## config.mk

```make
export PLATFORM = sky130hd
export DESIGN_NAME = y86_seq_ctrl
export DESIGN_NICKNAME = d
export VERILOG_FILES = /design/src/rtl/y86_seq_ctrl.sv
export SDC_FILE = /design/constraint.sdc
export NUM_CORES = 1
export LEC_CHECK = 0
export ABC_CLOCK_PERIOD_IN_PS = 23700
export BUFFER_PORTS_ARGS = -buffer_cell sky130_fd_sc_hd__buf_2
export CORE_UTILIZATION = 55
export DETAILED_ROUTE_END_ITERATION = 8
export GPL_TIMING_DRIVEN = 1
export PLACE_DENSITY = 0.83
export SYNTH_ARGS = -nofsm -noshare
export SYNTH_HDL_FRONTEND = slang
export SYNTH_SLANG_ARGS = --single-unit
```

## constraint.sdc

```tcl
create_clock -name clk -period 23.7 [get_ports clk]
set_input_delay 7.11 -clock clk [delete_from_list [all_inputs] [get_ports clk]]
set_output_delay 7.11 -clock clk [all_outputs]
set_load 0.02 [all_outputs]
```

## src/rtl/y86_seq_ctrl.sv

```systemverilog
// Multi-cycle sequencer for the SEQ Y86-64 core: owns the PC, walks each
// instruction through F/D/E/M/W/PC-update and tracks the architectural status.
module y86_seq_ctrl #(
    parameter logic [63:0] RESET_PC    = 64'd0,
    parameter int          MEM_TIMEOUT = 16,
    parameter int          CNT_W       = 32
) (
    input  logic             clk,
    input  logic             rst,
    input  logic             start,
    input  logic [3:0]       icode,
    input  logic             inst_valid,
    input  logic             imem_er,
    input  logic             hlt_er,
    input  logic [63:0]      valC,
    input  logic [63:0]      valP,
    input  logic             cnd,
    input  logic [63:0]      valM,
    input  logic             dmem_ready,
    input  logic             dmem_er,
    output logic [63:0]      pc,
    output logic             fetch_en,
    output logic             decode_en,
    output logic             exec_en,
    output logic             mem_en,
    output logic             wb_en,
    output logic [2:0]       stat,
    output logic             halted,
    output logic             busy,
    output logic [CNT_W-1:0] cycle_cnt,
    output logic [CNT_W-1:0] retired_cnt,
    output logic [2:0]       dbg_state
);

    typedef enum logic [2:0] {
        S_IDLE, S_FETCH, S_DECODE, S_EXEC, S_MEM, S_WB, S_PCUPD, S_HALT
    } state_t;

    localparam logic [2:0] STAT_AOK = 3'd1;
    localparam logic [2:0] STAT_HLT = 3'd2;
    localparam logic [2:0] STAT_ADR = 3'd3;
    localparam logic [2:0] STAT_INS = 3'd4;
    localparam logic [7:0] WAIT_LAST = 8'(MEM_TIMEOUT - 1);

    state_t      state;
    logic [3:0]  icode_q;
    logic        cnd_q;
    logic [63:0] valC_q;
    logic [63:0] valP_q;
    logic [63:0] valM_q;
    logic [7:0]  wait_cnt;
    logic        mem_op;
    logic [63:0] next_pc;

    // Data-memory handshake: mem_en is held as a request while in MEM for a
    // memory icode; the access completes on the first cycle dmem_ready=1, and
    // dmem_er is only meaningful in that same cycle.
    always_comb begin
        mem_op = 1'b0;
        case (icode_q)
            4'd4, 4'd5, 4'd8, 4'd9, 4'd10, 4'd11: mem_op = 1'b1;
            default:                              mem_op = 1'b0;
        endcase
    end

    always_comb begin
        next_pc = valP_q;
        if (icode_q == 4'd8 || (icode_q == 4'd7 && cnd_q))
            next_pc = valC_q;
        else if (icode_q == 4'd9)
            next_pc = valM_q;
    end

    // Outputs depend on registered state only, so reset takes effect at once.
    assign fetch_en  = (state == S_FETCH);
    assign decode_en = (state == S_DECODE);
    assign exec_en   = (state == S_EXEC);
    assign mem_en    = (state == S_MEM) && mem_op;
    assign wb_en     = (state == S_WB);
    assign halted    = (state == S_HALT);
    assign busy      = (state != S_IDLE) && (state != S_HALT);
    assign dbg_state = state;

    always_ff @(posedge clk or posedge rst) begin
        if (rst) begin
            state       <= S_IDLE;
            pc          <= RESET_PC;
            stat        <= STAT_AOK;
            icode_q     <= 4'd0;
            cnd_q       <= 1'b0;
            valC_q      <= 64'd0;
            valP_q      <= 64'd0;
            valM_q      <= 64'd0;
            wait_cnt    <= 8'd0;
            cycle_cnt   <= '0;
            retired_cnt <= '0;
        end else begin
            if (busy && cycle_cnt != {CNT_W{1'b1}})
                cycle_cnt <= cycle_cnt + 1'b1;
            case (state)
                S_IDLE: if (start) state <= S_FETCH;
                S_FETCH: begin
                    if (imem_er) begin
                        stat  <= STAT_ADR;
                        state <= S_HALT;
                    end else if (!inst_valid) begin
                        stat  <= STAT_INS;
                        state <= S_HALT;
                    end else if (hlt_er) begin
                        stat  <= STAT_HLT;
                        state <= S_HALT;
                    end else begin
                        icode_q <= icode;
                        valC_q  <= valC;
                        valP_q  <= valP;
                        state   <= S_DECODE;
                    end
                end
                S_DECODE: state <= S_EXEC;
                S_EXEC: begin
                    cnd_q    <= cnd;
                    wait_cnt <= 8'd0;
                    state    <= S_MEM;
                end
                S_MEM: begin
                    if (!mem_op) begin
                        state <= S_WB;
                    end else if (dmem_ready) begin
                        if (dmem_er) begin
                            stat  <= STAT_ADR;
                            state <= S_HALT;
                        end else begin
                            valM_q <= valM;
                            state  <= S_WB;
                        end
                    end else if (wait_cnt == WAIT_LAST) begin
                        stat  <= STAT_ADR;
                        state <= S_HALT;
                    end else begin
                        wait_cnt <= wait_cnt + 8'd1;
                    end
                end
                S_WB: state <= S_PCUPD;
                S_PCUPD: begin
                    pc          <= next_pc;
                    retired_cnt <= retired_cnt + 1'b1;
                    state       <= S_FETCH;
                end
                S_HALT:  state <= S_HALT;
                default: state <= S_IDLE;
            endcase
        end
    end

endmodule

```

==> Implementation_results.wiki, run 1 <==
{| class="wikitable"
! Metric !! Value
|-
| Clock tree from TritonCTS || done
|-
| Final total negative setup slack || 0 ns
|-
| Largest net degree at the start of global routing || 135
|-
| Number of hold-repair buffers added at the cts stage || 0
|-
| Filler cells || 1,863
|-
| Quantity of I/O buffers inserted on ports || 345
|-
| Run status || completed
|-
| Crit-path max FO || 80
|-
| Crit path time final || 9.146 ns
|-
| Critical Path Sink Type || flip-flop
|-
| F_max || 0.1093 GHz
|-
| Average vias per placed instance || 5.520
|-
| Transition time of the tightest slew-check pin || 1.167 ns
|-
| Register bit total from synthesis || 339
|-
| Unrepaired setup endpoints after global routing || no
|-
| Reg-to-reg critical path startpoint || dbg_state[1]$_DFFE_PP0P_
|-
| Worst-case clock skew || 0.01838 ns
|-
| CTS-repair resized insts || 0
|-
| DRC marker count from the first detailed-route iteration || 769
|-
| Kind of path behind the tightest hold check || reg -> reg
|-
| Chip height || 164.7 um
|-
| Biggest area contributors in the synthesized netlist || dfrtp_1 58%, mux2_2 15%, mux2i_1 4.4%
|-
| Crit Path Class || in -> reg
|-
| GRT overflow || 0
|-
| Most used cells in the layout excluding fill and tap cells || 345 x buf_2, 338 x dfrtp_1, 198 x mux2_2
|-
| Floorplan die area || 27,130 um2
|-
| Total count of hold-check failures in the final report || 0
|-
| Wire per inst || 18.48 um
|-
| Area share of the largest cell type after synthesis || 58.09%
|-
| Post-route antenna net violation count || 0
|-
| Async set-reset flop share out of synthesis || 100.0%
|-
| Post-Syn Instances || 1,207
|-
| Kind of start point of the critical path || input port
|-
| Reg2Reg Setup Slack || 20.48 ns
|-
| Worst hold path depth || 2
|-
| Slowest stage delay, CP || 0.82 ns
|-
| DRC Markers || 0
|-
| Data arrival time at the worst-slack endpoint || 9.53 ns
|-
| Worst Hold Path EP || pc[44]$_DFFE_PP0N_
|-
| Syn nets || 1,415
|-
| Number of H-tree branching levels || 2
|-
| GRT Total Usage || 25.73%
|-
| R2r endpoint || valP_q[17]$_DFFE_PP0P_
|-
| Max-cap viol count || 0
|-
| Max Slew Vio Count || 0
|-
| Die outline width || 164.7 um
|-
| Antenna violations before repair || 21
|-
| Final core utilization || 68.87%
|-
| Hold Crit Start || pc[44]$_DFFE_PP0N_
|-
| Vias in the first global route || 10,520
|-
| Synthesis-to-finish area growth || 22.89%
|-
| Number of clock buffers inserted by TritonCTS || 36
|-
| Cell depth of the worst flop-to-flop path || 6
|-
| Maximum VDD drop || 0.00007128 V
|-
| Worst max-slew margin expressed relative to the limit || 22.21%
|-
| Post-route clock period utilization || 38.59%
|-
| Leading cell type in the layout, fill and taps excluded || buf_2
|-
| Effective utilization at floorplan || 56.04%
|-
| I/O Pins || 346
|-
| Detail Placement HPWL || 23.86 mm
|-
| First-pass GRT wire length || 54.57 mm
|-
| Critical path's slowest cell || nand2_4
|-
| Proportion of layout cells with a drive suffix above 1 || 40.13%
|-
| Total iterations of the first detailed-routing run || 5
|-
| Clock Latency Late Sink || 0.51 ns
|-
| Library cell with the largest summed area after synthesis || dfrtp_1
|-
| Post-synth EDFFs || 0
|-
| Area of the mapped netlist || 14,560 um2
|-
| Sequential cell area fraction in the yosys report || 58.27%
|-
| Final estimated routing congestion in global placement || 0.9076
|-
| Max clock buf depth || 3
|-
| Area of the core region || 25,980 um2
|-
| Root Driver || clkbuf_16
|-
| Total number of vias || 10,580
|-
| Register clock-pin slew on the reported worst setup and hold paths || 0.06 ns
|-
| Layout Nets || 1,743
|-
| Synthesized area per cell || 12.06 um2
|-
| Worst path cell trace || buf_2, nor2_1, and2_1, nand2_4, buf_4, mux2_2
|-
| Setup violators final || 0
|-
| Primary flip-flop cell chosen by synthesis mapping || dfrtp_1
|-
| Total Routed Length || 35.41 mm
|-
| Data required time of the worst path || 24.09 ns
|-
| Power density over cell area || 67.72 nW/um2
|-
| Cell leakage power || 9.248 nW
|-
| Netlist cell types || 52
|-
| Number of sinks driven by the clock tree || 339
|-
| Total number of yosys warnings || 0
|-
| Placement row count || 59
|-
| Post-CTS setup buffer count || 0
|}
[metrics by stage]
stage | std cells | area [um2] | total power [mW] | worst slack (ns) | hold WS (ns)
5_1_grt | 1911 | 17880 | 1.249 | 14.11 | 0.4993
2_1_floorplan | 1207 | 14560 | 0.5987 | 7.197 | 0.4753
3_5_place_dp | 1832 | 16550 | 0.6191 | 13.90 | 0.4614
3_3_place_gp | 1832 | 16550 | 0.6183 | 13.94 | 0.4550
4_1_cts | 1895 | 17840 | 1.223 | 14.45 | 0.4776
6_report | 1916 | 17890 | 1.212 | 14.55 | 0.4754
[kinds of logic (layout without fill, tap and decap cells)]
| family | count (synthesis) | in the layout | synth area share (%) |
|---|---|---|---|
| muxes | 262 | 262 | 19.71 |
| buffers and inverters | 79 | 432 | 2.311 |
| xor gates and xnor gates | 61 | 61 | 3.669 |
| DFF | 339 | 339 | 58.27 |
| and+or+nand+nor | 297 | 297 | 9.495 |
| other | 0 | 21 | 0 |
| adders and majority gates | 3 | 3 | 0.2578 |
| AOI/OAI and AO/OA | 166 | 166 | 6.290 |
[final cells by class]
type,instances,area (um2),area share (%)
diodes,21,52.55,0.2937
clock buffers,54,1111,6.209
clock inverters,9,181.4,1.014
inverters,14,60.06,0.3356
multi-input cells,789,5784,32.32
flip-flops and latches,339,8484,47.41
well taps,335,419.2,2.342
repair buffers,355,1802,10.07
[Yosys cell counts, drive strengths merged (3+ instances only)]
master	n
mux2i	64
buf	33
mux2	198
dfrtp	338
xor2	21
nor4	9
nand3	27
xnor2	40
and2	5
a21oi	74
and3	7
or3	5
nand4	24
and4	3
inv	14
nor2	85
clkbuf	32
ha	3
o21ai	75
nand2	103
nor3	15
[worst max-delay path, delay by kind of cell]
kind	cells	cell delay [ns]
buffers and inverters	2	0.85
AND/OR/NAND/NOR	3	1.07
multiplexers	1	0.43
[where the power goes]
group | internal [mW] | switching [mW] | leakage [nW] | total [mW]
Sequential | 0.579 | 0 | 4.71 | 0.579
Clock | 0.378 | 0.226 | 0.637 | 0.604
Combinational | 0.0124 | 0.0167 | 3.90 | 0.0291
[per-layer routing]
metal  routed length (um)  track usage [%]  part of all wire, %
met5                   21                0                0.059
met4                 1436            12.26                  4.1
met1                14240            32.99                   40
met3                 2681            6.856                  7.6
met2                17020            40.68                   48
[flip-flops by register name, indices dropped and copies added (netlist names)]
register / cells
cycle_cnt: 32
valM_q: 64
icode_q: 4
retired_cnt: 32
valC_q: 64
cnd_q: 1
pc: 64
valP_q: 64
stat: 3
dbg_state: 3
wait_cnt: 8
[worst max-delay path by stage]
stage / startpoint / endpoint / cells after the start
5_1_grt: rst / valC_q[61]$_DFFE_PP0P_ / 4
4_1_cts: rst / valC_q[61]$_DFFE_PP0P_ / 4
3_3_place_gp: rst / valM_q[15]$_DFFE_PP0P_ / 4
6_report: imem_er / valP_q[17]$_DFFE_PP0P_ / 6
2_1_floorplan: rst / cnd_q$_DFFE_PP0P_ / 1
3_5_place_dp: rst / valP_q[15]$_DFFE_PP0P_ / 4
(Power assumes the default switching activity.)
==> run 2: changes to the inputs <==
==> config.mk (replaced) <==
export PLATFORM = sky130hd
export DESIGN_NAME = y86_seq_ctrl
export DESIGN_NICKNAME = d
export VERILOG_FILES = /design/src/rtl/y86_seq_ctrl.sv
export SDC_FILE = /design/constraint.sdc
export NUM_CORES = 1
export LEC_CHECK = 0
export ABC_CLOCK_PERIOD_IN_PS = 8000
export BUFFER_PORTS_ARGS = -buffer_cell sky130_fd_sc_hd__buf_2
export CORE_UTILIZATION = 49
export DETAILED_ROUTE_END_ITERATION = 8
export GPL_TIMING_DRIVEN = 1
export PLACE_DENSITY = 0.78
export SYNTH_ARGS = -nofsm -noshare
export SYNTH_HDL_FRONTEND = slang
export SYNTH_SLANG_ARGS = --single-unit
==> constraint.sdc (replaced) <==
create_clock -name clk -period 8 [get_ports clk]
set_input_delay 2.4 -clock clk [delete_from_list [all_inputs] [get_ports clk]]
set_output_delay 2.4 -clock clk [all_outputs]
set_load 0.02 [all_outputs]
==> run 2 against run 1 <==
- global-route usage is 2.6 points lower
- clock skew is 0.0034 ns lower
- wire length about the same
- via count is 0.68% lower
- critical endpoint is now mem_en
- critical path depth down 3
- register-to-register slack worse by 15 ns
- sequential power increased to 3.0 times the previous value
==> Implementation_results.wiki, run 2 (same netlist as run 1, synthesis figures left out) <==
{| class="wikitable"
! Metric !! Value
|-
| Detail Placement HPWL || 24.30 mm
|-
| Total Routed Length || 35.39 mm
|-
| Data arrival time at the worst-slack endpoint || 1.99 ns
|-
| Area of the core region || 28,940 um2
|-
| Layout Nets || 1,745
|-
| Fraction of met2 tracks used by global routing || 36.84%
|-
| Transition time of the tightest slew-check pin || 1.080 ns
|-
| Max Slew Vio Count || 0
|-
| Kind of start point of the critical path || flip-flop
|-
| Clock Latency Late Sink || 0.51 ns
|-
| Hold Crit Start || retired_cnt[31]$_DFFE_PP0N_
|-
| Worst max-slew margin expressed relative to the limit || 28.01%
|-
| Kind of path behind the tightest hold check || reg -> reg
|-
| Synthesis-to-finish area growth || 22.81%
|-
| GRT Total Usage || 23.11%
|-
| Post-route clock period utilization || 54.91%
|-
| Total placed instance area || 16,630 um2
|-
| Worst hold margin || 0.4660 ns
|-
| Proportion of layout cells with a drive suffix above 1 || 39.86%
|-
| Floorplan die area || 30,410 um2
|-
| Crit path time final || 4.393 ns
|-
| Clock tree from TritonCTS || done
|-
| Number of hold-repair buffers added at the cts stage || 0
|-
| Post-route antenna net violation count || 0
|-
| First-pass GRT wire length || 55.92 mm
|-
| Maximum VDD drop || 0.0001906 V
|-
| Met1 usage || 29.36%
|-
| Final core utilization || 61.80%
|-
| Leading cell type in the layout, fill and taps excluded || buf_2
|-
| Cell leakage power || 9.208 nW
|-
| CTS-repair resized insts || 0
|-
| Quantity of I/O buffers inserted on ports || 345
|-
| GRT overflow || 0
|-
| Worst path cell trace || or3b_1, a21oi_2, buf_2
|-
| Unrepaired setup endpoints after global routing || no
|-
| I/O Pins || 346
|-
| DRC marker count from the first detailed-route iteration || 623
|-
| Average vias per placed instance || 5.357
|-
| F_max || 0.2276 GHz
|-
| Final estimated routing congestion in global placement || 0.9148
|-
| Max clock buf depth || 3
|-
| Grt met3 use || 5.840%
|-
| Critical path's slowest cell || or3b_1
|-
| Chip height || 174.4 um
|-
| Crit Path Class || reg -> out
|-
| Slowest stage delay, CP || 0.56 ns
|-
| Root Driver || clkbuf_16
|-
| Beginning of the critical path || dbg_state[0]$_DFFE_PP0P_
|-
| Effective utilization at floorplan || 50.32%
|-
| Placement row count || 62
|-
| Largest net degree at the start of global routing || 189
|-
| Worst-case clock skew || 0.01499 ns
|-
| Crit-path max FO || 14
|-
| Reg-to-reg critical path startpoint || icode_q[2]$_DFFE_PP0P_
|-
| Run status || completed
|-
| Total count of hold-check failures in the final report || 0
|-
| Total iterations of the first detailed-routing run || 5
|-
| Number of sinks driven by the clock tree || 339
|-
| Max-cap viol count || 0
|-
| Number of clock buffers inserted by TritonCTS || 38
|-
| Data required time of the worst path || 5.60 ns
|-
| Most used cells in the layout excluding fill and tap cells || 345 x buf_2, 338 x dfrtp_1, 198 x mux2_2
|-
| Critical Path Sink Type || output pin
|-
| Die outline width || 174.4 um
|-
| Total number of vias || 10,510
|-
| Register clock-pin slew on the reported worst setup and hold paths || 0.06 ns
|-
| Post-CTS setup buffer count || 0
|-
| Final total negative setup slack || 0 ns
|-
| Sum of internal, switching and leakage power || 3.496 mW
|-
| DRC Markers || 0
|-
| Number of H-tree branching levels || 2
|-
| Worst hold path depth || 1
|-
| Non-Filler Cell Area, Final || 17,880 um2
|-
| Wire per inst || 18.04 um
|-
| Vias in the first global route || 10,800
|-
| Antenna violations before repair || 17
|-
| Cell depth of the worst flop-to-flop path || 7
|-
| Power density over cell area || 195.5 nW/um2
|-
| Most heavily used metal layer in global routing || met2
|-
| Setup violators final || 0
|}
## run 2: metal layers
layer  share of wire (%)  vias to the layer above  wire [um]
li1                    -                     4914          -
met1                  41                     5134      14550
met4                 3.9                        6       1396
met2                  48                      359      16980
met5               0.093                        -         33
met3                 6.9                       92       2430
## run 2: final cells by class
cell class                      count  area, um2
Fill cell                        2332      11050
Sequential cell                   339       8484
Multi-Input combinational cell    789       5784
Timing Repair Buffer              355       1827
Clock buffer                       55       1076
Tap cell                          384      480.5
Clock inverter                     11      140.1
Inverter                           14      56.30
Antenna cell                       14      35.03
## run 2: stage by stage
| step | worst slack (ns) | instances |
|---|---|---|
| final | 3.607 | 1961 |
| after global placement | 3.542 | 1881 |
| after floorplan | 1.068 | 1207 |
| after detailed placement | 3.529 | 1881 |
| after CTS | 3.581 | 1947 |
| after global routing | 3.523 | 1960 |
## run 2: path summary, 6_finish.rpt
| kind | to | slack [ns] |
|---|---|---|
| min in group asynchronous | pc[2]$_DFFE_PP0N_ | 2.14 |
| hold / removal | retired_cnt[31]$_DFFE_PP0N_ | 0.47 |
| setup reg to reg | pc[48]$_DFFE_PP0N_ | 5.25 |
| hold reg to reg | retired_cnt[31]$_DFFE_PP0N_ | 0.47 |
| max in group asynchronous | pc[56]$_DFFE_PP0N_ | 4.35 |
| setup / recovery | mem_en | 3.61 |
## run 2: critical path, delay by kind of cell (launching register included)
kind	cells	cell delay, ns
and+or+nand+nor	1	0.56
DFF	1	0.50
buffers and inverters	1	0.20
AOI/OAI and AO/OA	1	0.23
## run 2: report_power, final
| part | internal (mW) | switching [mW] | total [mW] |
|---|---|---|---|
| Clock | 1.03 | 0.663 | 1.69 |
| Combinational | 0.0377 | 0.0492 | 0.0869 |
| Sequential | 1.72 | 0 | 1.72 |
